[config.mk]
export PLATFORM = sky130hd
export DESIGN_NAME = inpkt_checksum_check
export DESIGN_NICKNAME = d
export VERILOG_FILES = /design/src/rtl/inpkt_checksum_check_pkg.sv /design/src/rtl/inpkt_checksum_check_pkt_checksum32.sv /design/src/rtl/inpkt_checksum_check.sv
export SDC_FILE = /design/constraint.sdc
export NUM_CORES = 1
export LEC_CHECK = 0
export ABC_AREA = 1
export CAP_MARGIN = 20
export CORE_ASPECT_RATIO = 0.8
export CORE_UTILIZATION = 69
export CTS_BUF_LIST = sky130_fd_sc_hd__clkbuf_8
export DETAILED_ROUTE_END_ITERATION = 16
export GPL_TIMING_DRIVEN = 0
export HOLD_SLACK_MARGIN = 0.05
export PLACE_DENSITY = 0.88
export SLEW_MARGIN = 5
export SYNTH_ARGS = -nofsm -noshare
export SYNTH_HDL_FRONTEND = slang
export SYNTH_SLANG_ARGS = --single-unit
[constraint.sdc]
create_clock -name CLK -period 15.4 [get_ports CLK]
set_input_delay 2.31 -clock CLK [delete_from_list [all_inputs] [get_ports CLK]]
set_output_delay 2.31 -clock CLK [all_outputs]
set_load 0.02 [all_outputs]
[src/rtl/inpkt_checksum_check_pkg.sv]
// Shared definitions for the host packet checksum receive path: header layout,
// word/sum widths, FSM state encoding and the length-field validity rule.
`ifndef MSB
`define MSB(w) ((w) - 1)
`endif

package inpkt_checksum_check_pkg;

  localparam int unsigned WORD_W         = 16;
  localparam int unsigned SUM_W          = 32;
  localparam int unsigned PKT_HEADER_LEN = 10;
  localparam int unsigned HDR_WORDS      = PKT_HEADER_LEN / 2;
  localparam int unsigned LEN_LO         = 3;
  localparam int unsigned LEN_HI         = 4;
  localparam int unsigned LEN_W          = 24;

  typedef enum logic [2:0] {
    ST_HDR,
    ST_HCS0,
    ST_HCS1,
    ST_HOUT,
    ST_DATA,
    ST_DCS0,
    ST_DCS1,
    ST_ERROR
  } state_t;

  // Data is carried as whole 16-bit words, so the byte length must be even and non-zero.
  function automatic logic len_invalid(input logic [LEN_W-1:0] len,
                                       input logic [LEN_W-1:0] max_len);
    return (len == '0) || len[0] || (len > max_len);
  endfunction

endpackage

[src/rtl/inpkt_checksum_check_pkt_checksum32.sv]
// 32-bit packet checksum accumulator: words are paired low-then-high into 32-bit
// addends; a trailing unpaired word is folded into sum_final combinationally.
module pkt_checksum32
  import inpkt_checksum_check_pkg::*;
(
  input  logic                   i_clk,
  input  logic                   i_rst,
  input  logic                   i_clear,
  input  logic                   i_add,
  input  logic [`MSB(WORD_W):0]  i_word,
  output logic [`MSB(SUM_W):0]   o_sum_final
);

  logic [SUM_W-1:0]  r_sum;
  logic [WORD_W-1:0] r_tmp;
  logic              r_pending;

  always_ff @(posedge i_clk or posedge i_rst) begin
    if (i_rst) begin
      r_sum     <= '0;
      r_tmp     <= '0;
      r_pending <= 1'b0;
    end else if (i_clear) begin
      r_sum     <= '0;
      r_tmp     <= '0;
      r_pending <= 1'b0;
    end else if (i_add) begin
      if (r_pending) begin
        r_sum     <= r_sum + {i_word, r_tmp};
        r_pending <= 1'b0;
      end else begin
        r_tmp     <= i_word;
        r_pending <= 1'b1;
      end
    end
  end

  assign o_sum_final = r_sum + (r_pending ? {{(SUM_W - WORD_W){1'b0}}, r_tmp} : '0);

endmodule

[src/rtl/inpkt_checksum_check.sv]
// Receive-side packet checksum checker: buffers and verifies the header, streams
// data with framing flags, strips both checksums and latches sticky error flags.
module inpkt_checksum_check
  import inpkt_checksum_check_pkg::*;
#(
  parameter int unsigned PKT_MAX_LEN = 16384
) (
  input  logic                  CLK,
  input  logic                  RST,
  input  logic [`MSB(WORD_W):0] din,
  input  logic                  wr_en,
  output logic                  full,
  output logic [`MSB(WORD_W):0] dout,
  output logic                  pkt_new_out,
  output logic                  pkt_end_out,
  input  logic                  rd_en,
  output logic                  empty,
  output logic                  err_checksum,
  output logic                  err_pkt_len
);

  localparam int unsigned IDX_W = $clog2(HDR_WORDS);
  localparam int unsigned CNT_W = $clog2(PKT_MAX_LEN / 2 + 1);

  state_t            r_state;
  state_t            w_state_nx;

  logic              r_full;
  logic [WORD_W-1:0] r_din;

  logic              r_out_valid;
  logic [WORD_W-1:0] r_dout;
  logic              r_new;
  logic              r_end;

  logic [WORD_W-1:0] r_hdr [HDR_WORDS];
  logic [IDX_W-1:0]  r_idx;
  logic [CNT_W-1:0]  r_cnt;
  logic              r_err_cs;
  logic              r_err_len;

  logic              w_consume;
  logic              w_out_free;
  logic              w_out_load;
  logic [WORD_W-1:0] w_out_data;
  logic              w_out_new;
  logic              w_out_end;
  logic              w_sum_add;
  logic              w_sum_clear;
  logic              w_hdr_wr;
  logic              w_idx_inc;
  logic              w_idx_clr;
  logic              w_cnt_load;
  logic              w_cnt_dec;
  logic              w_set_err_cs;
  logic              w_set_err_len;

  logic [SUM_W-1:0]  w_sum;
  logic [SUM_W-1:0]  w_sum_n;
  logic [LEN_W-1:0]  w_len;
  logic              w_len_bad;
  logic              w_last_hdr;
  logic              w_unused_len_pad;

  pkt_checksum32 u_csum (
    .i_clk       (CLK),
    .i_rst       (RST),
    .i_clear     (w_sum_clear),
    .i_add       (w_sum_add),
    .i_word      (r_din),
    .o_sum_final (w_sum)
  );

  assign w_sum_n          = ~w_sum;
  assign w_len            = {r_hdr[LEN_HI][7:0], r_hdr[LEN_LO]};
  assign w_len_bad        = len_invalid(w_len, LEN_W'(PKT_MAX_LEN));
  assign w_unused_len_pad = ^r_hdr[LEN_HI][WORD_W-1:8];
  assign w_last_hdr       = (r_idx == IDX_W'(HDR_WORDS - 1));
  assign w_out_free       = ~r_out_valid | rd_en;

  assign full         = r_full;
  assign empty        = ~r_out_valid;
  assign dout         = r_dout;
  assign pkt_new_out  = r_new;
  assign pkt_end_out  = r_end;
  assign err_checksum = r_err_cs;
  assign err_pkt_len  = r_err_len;

  always_comb begin
    w_state_nx    = r_state;
    w_consume     = 1'b0;
    w_out_load    = 1'b0;
    w_out_data    = r_din;
    w_out_new     = 1'b0;
    w_out_end     = 1'b0;
    w_sum_add     = 1'b0;
    w_sum_clear   = 1'b0;
    w_hdr_wr      = 1'b0;
    w_idx_inc     = 1'b0;
    w_idx_clr     = 1'b0;
    w_cnt_load    = 1'b0;
    w_cnt_dec     = 1'b0;
    w_set_err_cs  = 1'b0;
    w_set_err_len = 1'b0;

    unique case (r_state)
      ST_HDR: begin
        if (r_full) begin
          w_consume = 1'b1;
          w_sum_add = 1'b1;
          w_hdr_wr  = 1'b1;
          if (w_last_hdr) begin
            w_idx_clr  = 1'b1;
            w_state_nx = ST_HCS0;
          end else begin
            w_idx_inc = 1'b1;
          end
        end
      end
      ST_HCS0: begin
        if (r_full) begin
          w_consume = 1'b1;
          if (r_din != w_sum_n[WORD_W-1:0]) begin
            w_set_err_cs = 1'b1;
            w_state_nx   = ST_ERROR;
          end else begin
            w_state_nx = ST_HCS1;
          end
        end
      end
      ST_HCS1: begin
        if (r_full) begin
          w_consume = 1'b1;
          if (r_din != w_sum_n[SUM_W-1:WORD_W]) begin
            w_set_err_cs = 1'b1;
            w_state_nx   = ST_ERROR;
          end else if (w_len_bad) begin
            w_set_err_len = 1'b1;
            w_state_nx    = ST_ERROR;
          end else begin
            w_state_nx = ST_HOUT;
          end
        end
      end
      // Input is held off here so the header buffer can be replayed without a second copy.
      ST_HOUT: begin
        if (w_out_free) begin
          w_out_load = 1'b1;
          w_out_data = r_hdr[r_idx];
          w_out_new  = (r_idx == '0);
          if (w_last_hdr) begin
            w_idx_clr   = 1'b1;
            w_sum_clear = 1'b1;
            w_cnt_load  = 1'b1;
            w_state_nx  = ST_DATA;
          end else begin
            w_idx_inc = 1'b1;
          end
        end
      end
      ST_DATA: begin
        if (r_full && w_out_free) begin
          w_consume  = 1'b1;
          w_out_load = 1'b1;
          w_out_data = r_din;
          w_sum_add  = 1'b1;
          if (r_cnt == CNT_W'(1)) begin
            w_out_end  = 1'b1;
            w_state_nx = ST_DCS0;
          end else begin
            w_cnt_dec = 1'b1;
          end
        end
      end
      ST_DCS0: begin
        if (r_full) begin
          w_consume = 1'b1;
          if (r_din != w_sum_n[WORD_W-1:0]) begin
            w_set_err_cs = 1'b1;
            w_state_nx   = ST_ERROR;
          end else begin
            w_state_nx = ST_DCS1;
          end
        end
      end
      ST_DCS1: begin
        if (r_full) begin
          w_consume = 1'b1;
          if (r_din != w_sum_n[SUM_W-1:WORD_W]) begin
            w_set_err_cs = 1'b1;
            w_state_nx   = ST_ERROR;
          end else begin
            w_sum_clear = 1'b1;
            w_state_nx  = ST_HDR;
          end
        end
      end
      ST_ERROR: begin
        w_consume = r_full;
      end
      default: begin
        w_state_nx = ST_ERROR;
      end
    endcase
  end

  always_ff @(posedge CLK or posedge RST) begin
    if (RST) begin
      r_full <= 1'b0;
      r_din  <= '0;
    end else if (wr_en && (!r_full || w_consume)) begin
      r_full <= 1'b1;
      r_din  <= din;
    end else if (w_consume) begin
      r_full <= 1'b0;
    end
  end

  always_ff @(posedge CLK or posedge RST) begin
    if (RST) begin
      r_out_valid <= 1'b0;
      r_dout      <= '0;
      r_new       <= 1'b0;
      r_end       <= 1'b0;
    end else if (w_out_load) begin
      r_out_valid <= 1'b1;
      r_dout      <= w_out_data;
      r_new       <= w_out_new;
      r_end       <= w_out_end;
    end else if (rd_en) begin
      r_out_valid <= 1'b0;
    end
  end

  always_ff @(posedge CLK or posedge RST) begin
    if (RST) begin
      r_state   <= ST_HDR;
      r_idx     <= '0;
      r_cnt     <= '0;
      r_err_cs  <= 1'b0;
      r_err_len <= 1'b0;
      for (int unsigned i = 0; i < HDR_WORDS; i++) begin
        r_hdr[i] <= '0;
      end
    end else begin
      r_state <= w_state_nx;
      if (w_hdr_wr) begin
        r_hdr[r_idx] <= r_din;
      end
      if (w_idx_clr) begin
        r_idx <= '0;
      end else if (w_idx_inc) begin
        r_idx <= r_idx + 1'b1;
      end
      if (w_cnt_load) begin
        r_cnt <= w_len[CNT_W:1];
      end else if (w_cnt_dec) begin
        r_cnt <= r_cnt - 1'b1;
      end
      if (w_set_err_cs) begin
        r_err_cs <= 1'b1;
      end
      if (w_set_err_len) begin
        r_err_len <= 1'b1;
      end
    end
  end

endmodule

==> results of run 1 <==
==> metal layers <==
layer	track usage [%]	wire length, µm	up-vias
li1	-	-	6092
met1	61.19	16760	6071
met2	61.25	16510	934
met3	21.78	7490	151
met4	17.00	1570	4
met5	0	34	-
==> area by class of cell <==
type                            instances  area [µm²]  share of cell area (%)
Multi-Input combinational cell       1336        7004                   50.12
Sequential cell                       187        4679                   33.49
Inverter                              203       769.5                   5.506
Timing Repair Buffer                   42       437.9                   3.134
Buffer                                 80       339.1                   2.426
Tap cell                              230       287.8                   2.059
Clock buffer                           17       234.0                   1.674
Clock inverter                         15       222.7                   1.594
==> through the flow <==
step / worst slack (ns) / area [µm²] / instances / hold slack [ns]
after floorplan: 8.005 / 12780 / 1806 / 0.4535
after global placement: 5.673 / 13480 / 2077 / 0.4511
after detailed placement: 10.18 / 13520 / 2078 / 0.4657
after CTS: 10.67 / 13970 / 2110 / 0.4977
after global routing: 10.39 / 13970 / 2110 / 0.5117
final: 10.40 / 13970 / 2110 / 0.4959
==> power by group through the flow <==
stage	Combinational, µW	Clock (µW)	Sequential [µW]
finish	1800	370	937
global route	1980	382	945
CTS	1740	365	911
detailed placement	1720	0	920
global placement	1670	0	911
floorplan	1240	0	857
==> state kept, by name (all words and copies together) (netlist names), 3 cells and up <==
| signal | count |
|---|---|
| r_idx | 3 |
| r_hdr | 80 |
| r_din | 16 |
| u_csum.r_tmp | 16 |
| dout | 16 |
| u_csum.r_sum | 32 |
| r_cnt | 14 |
| r_state | 3 |
==> worst max path at each step <==
stage | start | endpoint | slack (ns) | depth (start not counted)
2_1_floorplan | RST | dout[0]$_DFFE_PP0P_ | 8.00 | 1
3_3_place_gp | RST | r_din[11]$_DFFE_PP0P_ | 5.67 | 2
3_5_place_dp | rd_en | r_cnt[7]$_DFFE_PP0P_ | 10.18 | 10
4_1_cts | rd_en | r_cnt[6]$_DFFE_PP0P_ | 10.67 | 10
5_1_grt | rd_en | u_csum.r_sum[31]$_DFFE_PP0P_ | 10.39 | 10
6_report | rd_en | r_cnt[7]$_DFFE_PP0P_ | 10.40 | 10
==> worst min-delay path: cells and delay by family (launching register included) <==
kind	cells	cell delay, ns
flops	1	0.37
simple gates	2	0.10
==> cell usage in the layout, fill, tap and decap left out, drive strengths merged, types with 17 or more instances in the layout <==
cell / instances
xnor2: 29
nor2: 204
clkbuf: 83
o2111ai: 48
dfrtp: 187
clkdlybuf4s50: 41
nor3: 22
ha: 51
o221ai: 17
inv: 210
xor2: 42
o211ai: 26
o21ai: 134
a21oi: 105
nand2: 503
nand3: 73
==> cells by family (layout without fill, tap and decap cells) <==
logic type / after synthesis / count (layout) / share of synthesized area (%)
buf+inv: 283 / 357 / 8.612
xor+xnor: 72 / 72 / 5.040
compound gates: 361 / 361 / 17.25
flops: 187 / 187 / 36.60
simple gates: 850 / 850 / 27.19
fa+ha+maj: 53 / 53 / 5.304
==> flow_results.org, run 1 <==
** Critical path
- The most numerous cell type found on the critical path is sky130_fd_sc_hd__nor2_1.
- Reg2reg setup slack :: 10.96 ns
- Startpoint-to-endpoint class of the critical path :: in -> reg
- Cell with the largest stage delay on the worst path :: sky130_fd_sc_hd__nor2_1
- Cell Chain, Critical Path :: clkdlybuf4s50_1 > nor2_1 > nor2_1 > inv_1 > nor2_1 > inv_2 > clkbuf_1 > clkbuf_1 > nor2_1 > a21oi_1
- Startpoint type of the worst setup path :: input pin
- The worst register-to-register path begins at u_csum.r_pending$_DFFE_PP0P_.
- Slowest Stage Delay on Critical Path :: 0.59 ns
- Data arrival time of the critical path :: 5.37 ns
- The number of buffers and inverters on the critical path is 5.
- Worst r2r dst :: u_csum.r_sum[3]$_DFFE_PP0P_
- Required time at the endpoint of the critical path :: 15.77 ns
- Counting cells, the worst reg-to-reg path comes to 25.
- Top fanout value on the critical path :: 10
- Crit-path leading delay family :: buffers and inverters
- Capturing element type of the critical path :: flop

** Global routing
- Maximum number of pins on one net before global-route repair :: 118
- Initial antenna violation count :: 3
- The first global-routing pass estimated 63390 µm of wire.
- The number of global-route vias before repair is 11.66k.
- Remaining global-route overflow :: 0
- GRT Resource Usage Total :: 44.92%

** Detailed routing
- First-pass iteration count of the detailed router :: 7
- In this run the remaining antenna-violating nets after routing total 0.
- Across all layers, the routed design uses 13.25k vias.
- Using the TritonRoute via totals, the vias-per-cell ratio works out to 6.281.
- In this run, the number of DRC markers left after iteration 0 of detailed routing was 1747.
- After detailed routing, the number of remaining DRC violations is 0.
- Routed wirelength normalized by instance count :: between 20 and 25 µm
- Final routed wirelength across all metal layers :: between 40000 and 50000 µm

** Yosys
- Yosys printed 0 warnings.
- Cell accounting for the most synthesized area :: sky130_fd_sc_hd__dfrtp_1
- Distinct cell type count of the synthesized netlist :: 49
- Syn nets :: 1879
- Share of synthesized flip-flops with an asynchronous set or reset :: 100.0%
- Counting flops with a built-in enable in the synthesized netlist gives 0.
- Mean cell area of the mapped netlist :: 7.079 µm²
- Area contributors post-synth :: sky130_fd_sc_hd__dfrtp_1 37%, sky130_fd_sc_hd__nand2_1 15%, sky130_fd_sc_hd__nor2_1 6.0%
- Register area share after synthesis :: 36.60%
- Synthesized netlist cell count :: ~1.8k
- After synthesis the cells add up to 12780 µm².
- The most common cell in the synthesized netlist is sky130_fd_sc_hd__nand2_1.
- Of the post-synthesis cell area, the dominant cell type holds 36.60%.
- For this run, the leading register cell type out of synthesis is sky130_fd_sc_hd__dfrtp_1.
- Total of flip-flops plus latches after synthesis :: 187
- Top cells by instance count after synthesis :: 499 x sky130_fd_sc_hd__nand2_1, 203 x sky130_fd_sc_hd__nor2_1, 195 x sky130_fd_sc_hd__inv_1, 187 x sky130_fd_sc_hd__dfrtp_1, 133 x sky130_fd_sc_hd__o21ai_0

** Die
- The floorplan step defined a die boundary enclosing 19080 µm².
- The floorplan has 44 rows.
- Die Span Y :: between 100 and 150 µm
- DIE WIDTH :: 154.2 µm
- 42 I/O pins were placed.
- Initial cell density of the core :: between 70% and 80%
- The floorplan step defined a core boundary enclosing 18170 µm².

** Power
- The analysis attributes to cell leakage a power of 0.006942 µW.
- Share of total power consumed by net switching :: 52.91%
- Areal power density over the cells :: 222.2 nW/µm²
- Switching power :: about 1600 µW
- Clock group share of total power :: 11.9%
- Of the total power, registers draw 30.2%.
- Total power for the finished layout comes to 3105 µW.
- Across the VDD grid, the largest voltage drop is 120.7 µV.
- Total internal power :: 1462 µW
- Combinational logic is responsible for 57.9% of the overall power.

** STA
- The final hold violation count was 0.
- Adding up every negative setup slack in the final design gives 0 ns.
- The max-slew violation count is 0.
- Rel. slew slack :: a little over two fifths
- Actual slew at the worst max-slew pin :: 0.8521 ns
- Highest Clock Rate :: 199.8 MHz
- Setup violations remaining at the end of the flow were counted as 0.
- Worst-case clock skew :: 0.02031 ns
- Final worst path period share :: 32.50%
- Post-layout minimum cycle time :: 5.005 ns
- Setup repair after global routing left no endpoint under its margin.

** Clock network
- Clock-pin slew was measured on the worst setup and hold paths at 0.12 ns.
- The H-tree was split into 4 levels.
- Clk_lat worst skew :: 0.51 ns
- Number of clock buffers inserted by TritonCTS :: 17
- In this run the post-CTS setup repair buffer count came out at 0.
- Buffers inserted to repair hold after CTS numbered 0.
- Once the clock tree was built, the resizer swapped 0 gates to a different size.
- The cell sitting at the root of the clock tree is a sky130_fd_sc_hd__clkbuf_8.
- Number of buffers on the longest clock path :: 2
- TritonCTS built the clock tree.
- Counting every sink on the clock net gives 187.

** Worst hold path
- Cell depth of the worst min-delay path :: 2
- Destination of the worst hold path :: dout[13]$_DFFE_PP0P_
- The worst hold path begins at dout[13]$_DFFE_PP0P_.
- Classification of the worst-slack hold path :: reg -> reg

** Final layout
- Number of nets in the finished design :: 1940
- Area overhead of the layout relative to synthesis :: 9.307%
- Filler cell count :: 1417
- Share of the core filled with cells in the final layout :: 76.92%
- Antenna Cells :: 0
- Cells with a size suffix above 1 make up 3.617% of the layout.

** Place
- HPWL reported at the end of detailed placement :: 32830 µm
- Number of I/O port buffers :: about 40
- Routability-driven placement finished with a final weighted congestion of 1.017.

** Flow run
- Max-cap violations in this run came to 0.

** Status
- The flow ran to the end, and the final reports show no timing, DRC or antenna violations.
Note: power is estimated with default switching activity, not from simulation.
==> inputs of run 2 (changes only) <==
CORE_UTILIZATION = 64   (was 69)
PLACE_DENSITY = 0.83   (was 0.88)
clock period = 5.12 ns   (was 15.4 ns; I/O delays follow)
==> run 2 against run 1 <==
Design area grew 0.75%. Critical endpoint is now u_csum.r_sum[1]$_DFFE_PP0P_. Routed wire length decreased by 0.35%. Total power increased to 3.0 times the previous value. Global-route usage decreased by 3.0 points. Setup slack worse by 9.7 ns. Flip-flop and latch count is the same. Sequential share of layout area fell by 0.25 points.
==> flow_results.org, run 2 (synthesis gave the netlist of run 1 again) <==
** Status
- Result of the run :: finished, final reports clean

** Detailed routing
- Dividing the detail-routed via count by the number of cells gives 6.089.
- Final routed wirelength across all metal layers :: 42220 µm
- In the routed design, unresolved DRC markers number 0.
- The pre-antenna-repair detailed-routing pass consisted of 6 iterations.
- The detail route stage leaves a number of antenna-violating nets equal to 0.
- For this block, the initial DRC count from the detailed router was 1736.
- Routed wirelength normalized by instance count :: just under 20 µm
- The routed layout has 13.04k vias.

** Critical path
- Measured in cells, the most critical reg-to-reg path has a length of 27.
- The worst register-to-register path begins at u_csum.r_pending$_DFFE_PP0P_.
- The setup check on the worst reg-to-reg path leaves a slack of about 0.70 ns.
- Data on the critical path is required at its endpoint by 5.50 ns.
- Startpoint type of the worst setup path :: flop
- Top fanout value on the critical path :: 10
- Capturing element type of the critical path :: flop
- STA puts the critical path data arrival time at 4.80 ns.
- The critical path in this run is classified as reg -> reg.
- Worst r2r dst :: u_csum.r_sum[1]$_DFFE_PP0P_

** Global routing
- Global-route wire length before repair :: 65270 µm
- Initial antenna violation count :: 1
- Maximum number of pins on one net before global-route repair :: 40
- GRT Resource Usage Total :: a little over two fifths
- Remaining global-route overflow :: 0
- Via count of the first global-routing pass :: 11.47k

** Clock network
- Number of clock sinks seen by CTS :: approximately 190
- Clk_lat worst skew :: 0.49 ns
- In this run the clock root is driven by a sky130_fd_sc_hd__clkbuf_8.
- After clock tree synthesis, the clock-pin slew on the worst setup and hold paths is 0.12 ns.
- For this design, the CTS-stage hold fixing added 0 buffers.
- CTS tree :: done
- H-Tree Depth :: 4
- Post-cts sizing count :: 0
- The clock passes through at most 2 buffers.
- Number of buffers inserted by post-CTS setup repair :: 0
- Number of clock buffers inserted by TritonCTS :: 17

** Final layout
- Once layout is complete, the utilization of the core stands at roughly three quarters.
- Largest register FFs :: 80
- Layout cell share with drive strength beyond 1 :: under 10%
- Relative to the synthesized area, the layout overhead comes to 10.13%.
- Number of nets in the finished design :: 1944
- Counting flops per register, the top entry is r_hdr.
- In the layout the commonest cells are 499 x sky130_fd_sc_hd__nand2_1, 203 x sky130_fd_sc_hd__nor2_1, 194 x sky130_fd_sc_hd__inv_1, 187 x sky130_fd_sc_hd__dfrtp_1, 133 x sky130_fd_sc_hd__o21ai_0.
- Largest registers :: r_hdr x80, u_csum.r_sum x32
- The layout has 1600 filler cells.
- Leaving out fill and tap cells, the most frequent cell in the layout is sky130_fd_sc_hd__nand2_1.
- Post-Layout Inst Area :: ~14000 µm²
- The repair_antennas step left the layout with diodes totalling 0.

** STA
- At the pin with the least slew margin, the transition time is 0.9139 ns.
- Subtracting the final worst setup slack from the clock period gives between 4 and 5 ns.
- Setup slack on the critical path of the routed design comes to 0.6996 ns.
- The final hold violation count is 0.
- For the final routed database, the setup TNS stands at 0 ns.
- Final worst path period share :: 86.34%
- The max-slew violation count was 0.
- Unrepaired setup endpoints after global routing :: no
- Highest Clock Rate :: 226.2 MHz
- Rel. slew slack :: 38.51%
- Number of failing setup endpoints in the final timing report :: 0
- Worst-case clock skew :: 0.02099 ns

** Die
- The floorplan has 45 rows.
- The die is 160.0 µm wide.
- The die covers 20550 µm².
- Once the floorplan was initialized, standard cells occupied 66.39% of the core.
- Measured along the y axis, the die boundary spans about 130 µm.
- Core region area :: a little under 20000 µm²
- Pin placement for this block handled 42 I/O pins.

** Worst hold path
- Classification of the worst-slack hold path :: reg -> reg
- Startpoint of the most critical hold path :: err_checksum$_DFFE_PP0P_
- Cell depth of the worst min-delay path :: 2
- The worst hold path terminates at err_checksum$_DFFE_PP0P_.

** Place
- The congestion estimate from routability-driven global placement came to 1.013.
- OpenSTA, run right after detailed placement, puts the worst setup slack at 0.8632 ns.
- The placed instances occupy a cell area of around 14000 µm².
- HPWL reported at the end of detailed placement :: 32850 µm
- During placement, the flow inserted port buffers numbering 41.

** Flow run
- Count of maximum capacitance violations :: 0

** Power
- For this design the ratio of total power to cell area is 661.8 nW/µm².
- For this design the static power due to leakage is 0.006971 µW.
- Worst ir drop on vdd :: 344.7 µV
==> run 2: stage by stage <==
stage / hold WS [ns] / power (µW) / cells
after global routing: 0.5145 / 9962 / 2142
after global placement: 0.4479 / 7810 / 2105
after CTS: 0.4997 / 9088 / 2142
final: 0.4956 / 9318 / 2142
after detailed placement: 0.4705 / 7963 / 2110
after floorplan: 0.4535 / 6321 / 1806
==> run 2: per-layer routing <==
metal | track usage [%] | up-vias | share of wire (%)
met2 | 56.80 | 852 | 39
met3 | 15.89 | 72 | 16
met1 | 62.38 | 6019 | 42
met5 | 0 | - | 0.031
met4 | 10.76 | 2 | 2.2
li1 | - | 6097 | -
==> run 2: worst max-delay path by stage <==
stage	slack, ns	from	cells after the start	endpoint
final	0.70	u_csum.r_pending$_DFFE_PP0P_	27	u_csum.r_sum[1]$_DFFE_PP0P_
after global routing	0.43	u_csum.r_pending$_DFFE_PP0P_	27	u_csum.r_sum[10]$_DFFE_PP0P_
after CTS	0.82	u_csum.r_pending$_DFFE_PP0P_	27	u_csum.r_tmp[15]$_DFFE_PP0P_
after detailed placement	0.86	u_csum.r_pending$_DFFE_PP0P_	27	u_csum.r_tmp[15]$_DFFE_PP0P_
after global placement	0.44	RST	2	u_csum.r_sum[11]$_DFFE_PP0P_
after floorplan	1.71	u_csum.r_pending$_DFFE_PP0P_	27	u_csum.r_tmp[15]$_DFFE_PP0P_
==> run 2: worst max-delay path: stages (launching register included) <==
cell	delay (ns)
sky130_fd_sc_hd__dfrtp_1	0.34
sky130_fd_sc_hd__clkbuf_1	0.29
sky130_fd_sc_hd__clkbuf_1	0.34
sky130_fd_sc_hd__nand2_1	0.11
sky130_fd_sc_hd__inv_1	0.07
sky130_fd_sc_hd__ha_1	0.22
sky130_fd_sc_hd__inv_1	0.07
sky130_fd_sc_hd__fa_1	0.44
sky130_fd_sc_hd__inv_1	0.12
sky130_fd_sc_hd__nand3_1	0.07
sky130_fd_sc_hd__nand3_1	0.13
sky130_fd_sc_hd__nand2_1	0.07
sky130_fd_sc_hd__nand2_1	0.15
sky130_fd_sc_hd__nand2_1	0.11
sky130_fd_sc_hd__nand3_1	0.21
sky130_fd_sc_hd__nand3b_1	0.13
sky130_fd_sc_hd__nand2_1	0.09
sky130_fd_sc_hd__nand2_1	0.09
sky130_fd_sc_hd__nor2_1	0.11
sky130_fd_sc_hd__nand3_1	0.13
sky130_fd_sc_hd__nor2_4	0.18
sky130_fd_sc_hd__nand3_4	0.19
sky130_fd_sc_hd__nand2_2	0.15
sky130_fd_sc_hd__buf_6	0.16
sky130_fd_sc_hd__buf_6	0.16
sky130_fd_sc_hd__nor2_1	0.05
sky130_fd_sc_hd__nand2_1	0.06
sky130_fd_sc_hd__nand2_1	0.05
==> run 2: where the power goes <==
group | internal, µW | leakage [µW] | switching, µW
logic | 1900 | 0.00440 | 3490
clock network | 405 | 0.000225 | 712
registers | 2100 | 0.00234 | 705
==> run 2: area by class of cell <==
class | instances | area, µm² | share of cell area (%)
clock buffer | 17 | 234.0 | 1.662
sequential | 187 | 4679 | 33.24
timing repair buffer | 46 | 510.5 | 3.626
multi-input combinational | 1336 | 7004 | 49.75
clock inverter | 15 | 224.0 | 1.591
buffer | 80 | 339.1 | 2.408
inverter | 203 | 765.7 | 5.439
tap | 258 | 322.8 | 2.293
==> variant (flow settings as in run 2) <==
Register the output `err_pkt_len` once more, cleared by the reset; this adds one clock of latency there. The other outputs are not delayed to match.
--- a/src/rtl/inpkt_checksum_check.sv
+++ b/src/rtl/inpkt_checksum_check.sv
@@ -84,7 +84,13 @@
   assign pkt_new_out  = r_new;
   assign pkt_end_out  = r_end;
   assign err_checksum = r_err_cs;
-  assign err_pkt_len  = r_err_len;
+  always_ff @(posedge CLK or posedge RST) begin
+    if (RST) begin
+      err_pkt_len <= '0;
+    end else begin
+      err_pkt_len <= r_err_len;
+    end
+  end
 
   always_comb begin
     w_state_nx    = r_state;
Formal check against the unedited RTL: no difference found for any inputs over 4 cycles, from zero or initial values and one cycle with RST high; that may be too few to reach the edited logic, so the function may still have changed.
==> variant against run 2 <==
Worst setup slack got worse by 21 ps. Clock skew up 5.9 ps. Worst hold slack got worse by 110 ps. Power fell by 4.2%. Wire length decreased by 5.6%. Cell area is 3.2% lower. Synthesized area is 3.2% lower. Die area is 3.2% lower. Clock power shrank 8%. Sequential cell count up 1. Critical path type unchanged. Critical endpoint is now u_csum.r_tmp[10]. Largest cell class unchanged. Largest power group unchanged. Highest routed layer is now met4.
==> variant: results (changes against run 2) <==
[worst_setup_path]
crit_arrival_ps=4820  ; +20 ps
cp_max_fo=10  ; unchanged

[clock_tree]
clockBufferDepth=2  ; unchanged
htreeDepth=4  ; unchanged
numCtsBuffers=17  ; unchanged
cts-root-buf=clkbuf_8
cts_setup_buffers=0  ; unchanged
cts_resized=0  ; unchanged
cts.clk_slew.worst_paths_ps=110
clk_latency_ps=500

[global_route]
grt_antenna_before_repair=0  ; -1
grtUsageTotal_pct=41.4  ; -0.54 points
grt_max_degree=41  ; +2.5%
grt_pass1_vias=11000  ; -3.8%
grt_pass1_wl_um=62100  ; -4.9%

[hold_path]
hp-class=reg2reg

[cells_and_area]
insertedDiodeCount=0  ; unchanged
n_fill_cell=1568  ; -2.0%
reg.largest.list=r_hdr (80), u_csum.r_sum (32)
drive_above_1_share_pct=3.40  ; -0.42 points

[placement]
dp_hpwl_um=31000  ; -5.6%
gp_congestion=1.00  ; -1.1%
portBuffers=41  ; unchanged
place_area_sq_um=13200  ; -3.0%
pre_cts_slack_ps=794  ; -69.4 ps

[power]
p_int_uw=4350  ; -1.4%
peakVddDrop_mv=0.346  ; +0.34%
leakagePower_uw=0.00666  ; -4.5%

[timing]
finClkSkew_ps=26.9  ; +5.91 ps
worst_slew_pin_slew_ps=1040  ; +126 ps

[synth]
syn-num-nets=1758  ; -6.4%
ys_async_sr_fraction_pct=100  ; unchanged
synth_cell_types=46  ; -6.1%
synth.area.top_cells=dfrtp_1 (38%), nand2_1 (15%), ha_1 (5.2%), inv_1 (5.1%), nor2_1 (4.8%)
seq_area_frac_synth_pct=38.0  ; +1.4 points
yosys-top-cells-count=nand2_1 (484), dfrtp_1 (188), inv_1 (168)
yosysWarnings=0  ; unchanged

[drt]
drtIter0Drc=1771  ; +2.0%
vias_per_cell=6.17  ; +1.4%
drc_errors=0  ; unchanged
totalWireLength_um=39900  ; -5.6%
first_pass_iters=6  ; unchanged

[run]
drv_cap=0  ; unchanged

[status]
run_status=finished clean

variant: power by group through the flow:
| stage | Sequential, uW | Clock [uW] | Combinational (uW) |
|---|---|---|---|
| after floorplan | 2570 | 0 | 3600 |
| after global placement | 2690 | 0 | 4890 |
| after detailed placement | 2710 | 0 | 5000 |
| after CTS | 2680 | 1030 | 5040 |
| after global routing | 2760 | 1090 | 5730 |
| final | 2710 | 1030 | 5180 |
variant: worst paths after layout:
check / start / endpoint / slack (ps) / depth (start not counted)
worst max register to register: u_csum.r_pending / u_csum.r_tmp[10] / 680 / 25
worst min register to register: r_err_len / err_pkt_len / 380 / 0
worst max-delay path: u_csum.r_pending / u_csum.r_tmp[10] / 680 / 25
worst min-delay path: r_err_len / err_pkt_len / 380 / 0
min in group asynchronous: RST / r_hdr[1] / 620 / 2
max in group asynchronous: RST / r_din[6] / 3470 / 5
variant: worst max-delay path, cell delays in order (launching register included):
cell and delay [ps]:
dfrtp_1 340, clkbuf_1 330, clkbuf_1 400, nand2_1 100, inv_1 70, ha_1 180
inv_1 60, fa_1 400, inv_1 120, nand2_1 80, a21oi_1 250, nand2_1 100
nand3_1 180, nand2_1 130, nand3b_1 120, nand2_1 60, nand2_1 50, nand4_1 80
nor2_1 260, nand4_4 280, nand2_2 160, buf_6 180, buf_6 160, nor2_1 50
nand2_1 120, nand2_1 60
variant: final cells by class:
| cell class | count | area [sq um] | share of cell area [%] |
|---|---|---|---|
| plain buffers | 70 | 293 | 2.15 |
| clock buffers | 17 | 234 | 1.72 |
| clock inverters | 15 | 188 | 1.38 |
| inverters | 173 | 653 | 4.79 |
| multi-input cells | 1254 | 6730 | 49.3 |
| flip-flops and latches | 188 | 4700 | 34.5 |
| well taps | 258 | 323 | 2.37 |
| repair buffers | 46 | 510 | 3.74 |
variant: logic make-up (layout without fill, tap and decap cells):
kind of cell             Yosys count  after routing  synth area share, %
XOR/XNOR                          76             76                 5.38
AND/OR/NAND/NOR                  783            783                 25.8
AO/OA/AOI/OAI                    342            342                 17.7
buffers and inverters            243            321                 7.61
adder cells (fa/ha/maj)           53             53                 5.48
flip-flops                       188            188                 38.0
variant: per-stage QoR:
| step | hold WS, ps | std cells | util [%] |
|---|---|---|---|
| 2_1_floorplan | 354 | 1685 | - |
| 4_1_cts | 384 | 2021 | 71.8 |
| 5_1_grt | 388 | 2021 | 71.8 |
| 6_report | 383 | 2021 | 71.8 |
| 3_3_place_gp | 363 | 1984 | 69.1 |
| 3_5_place_dp | 363 | 1989 | 69.6 |
variant: layer usage:
| layer | routed length [um] | global-route usage [%] | up-vias |
|---|---|---|---|
| li1 | - | - | 5768 |
| met1 | 17800 | 65.5 | 5870 |
| met2 | 15500 | 53.3 | 787 |
| met3 | 6060 | 15.2 | 51 |
| met4 | 525 | 7.77 | 0 |
| met5 | 0 | 0 | - |
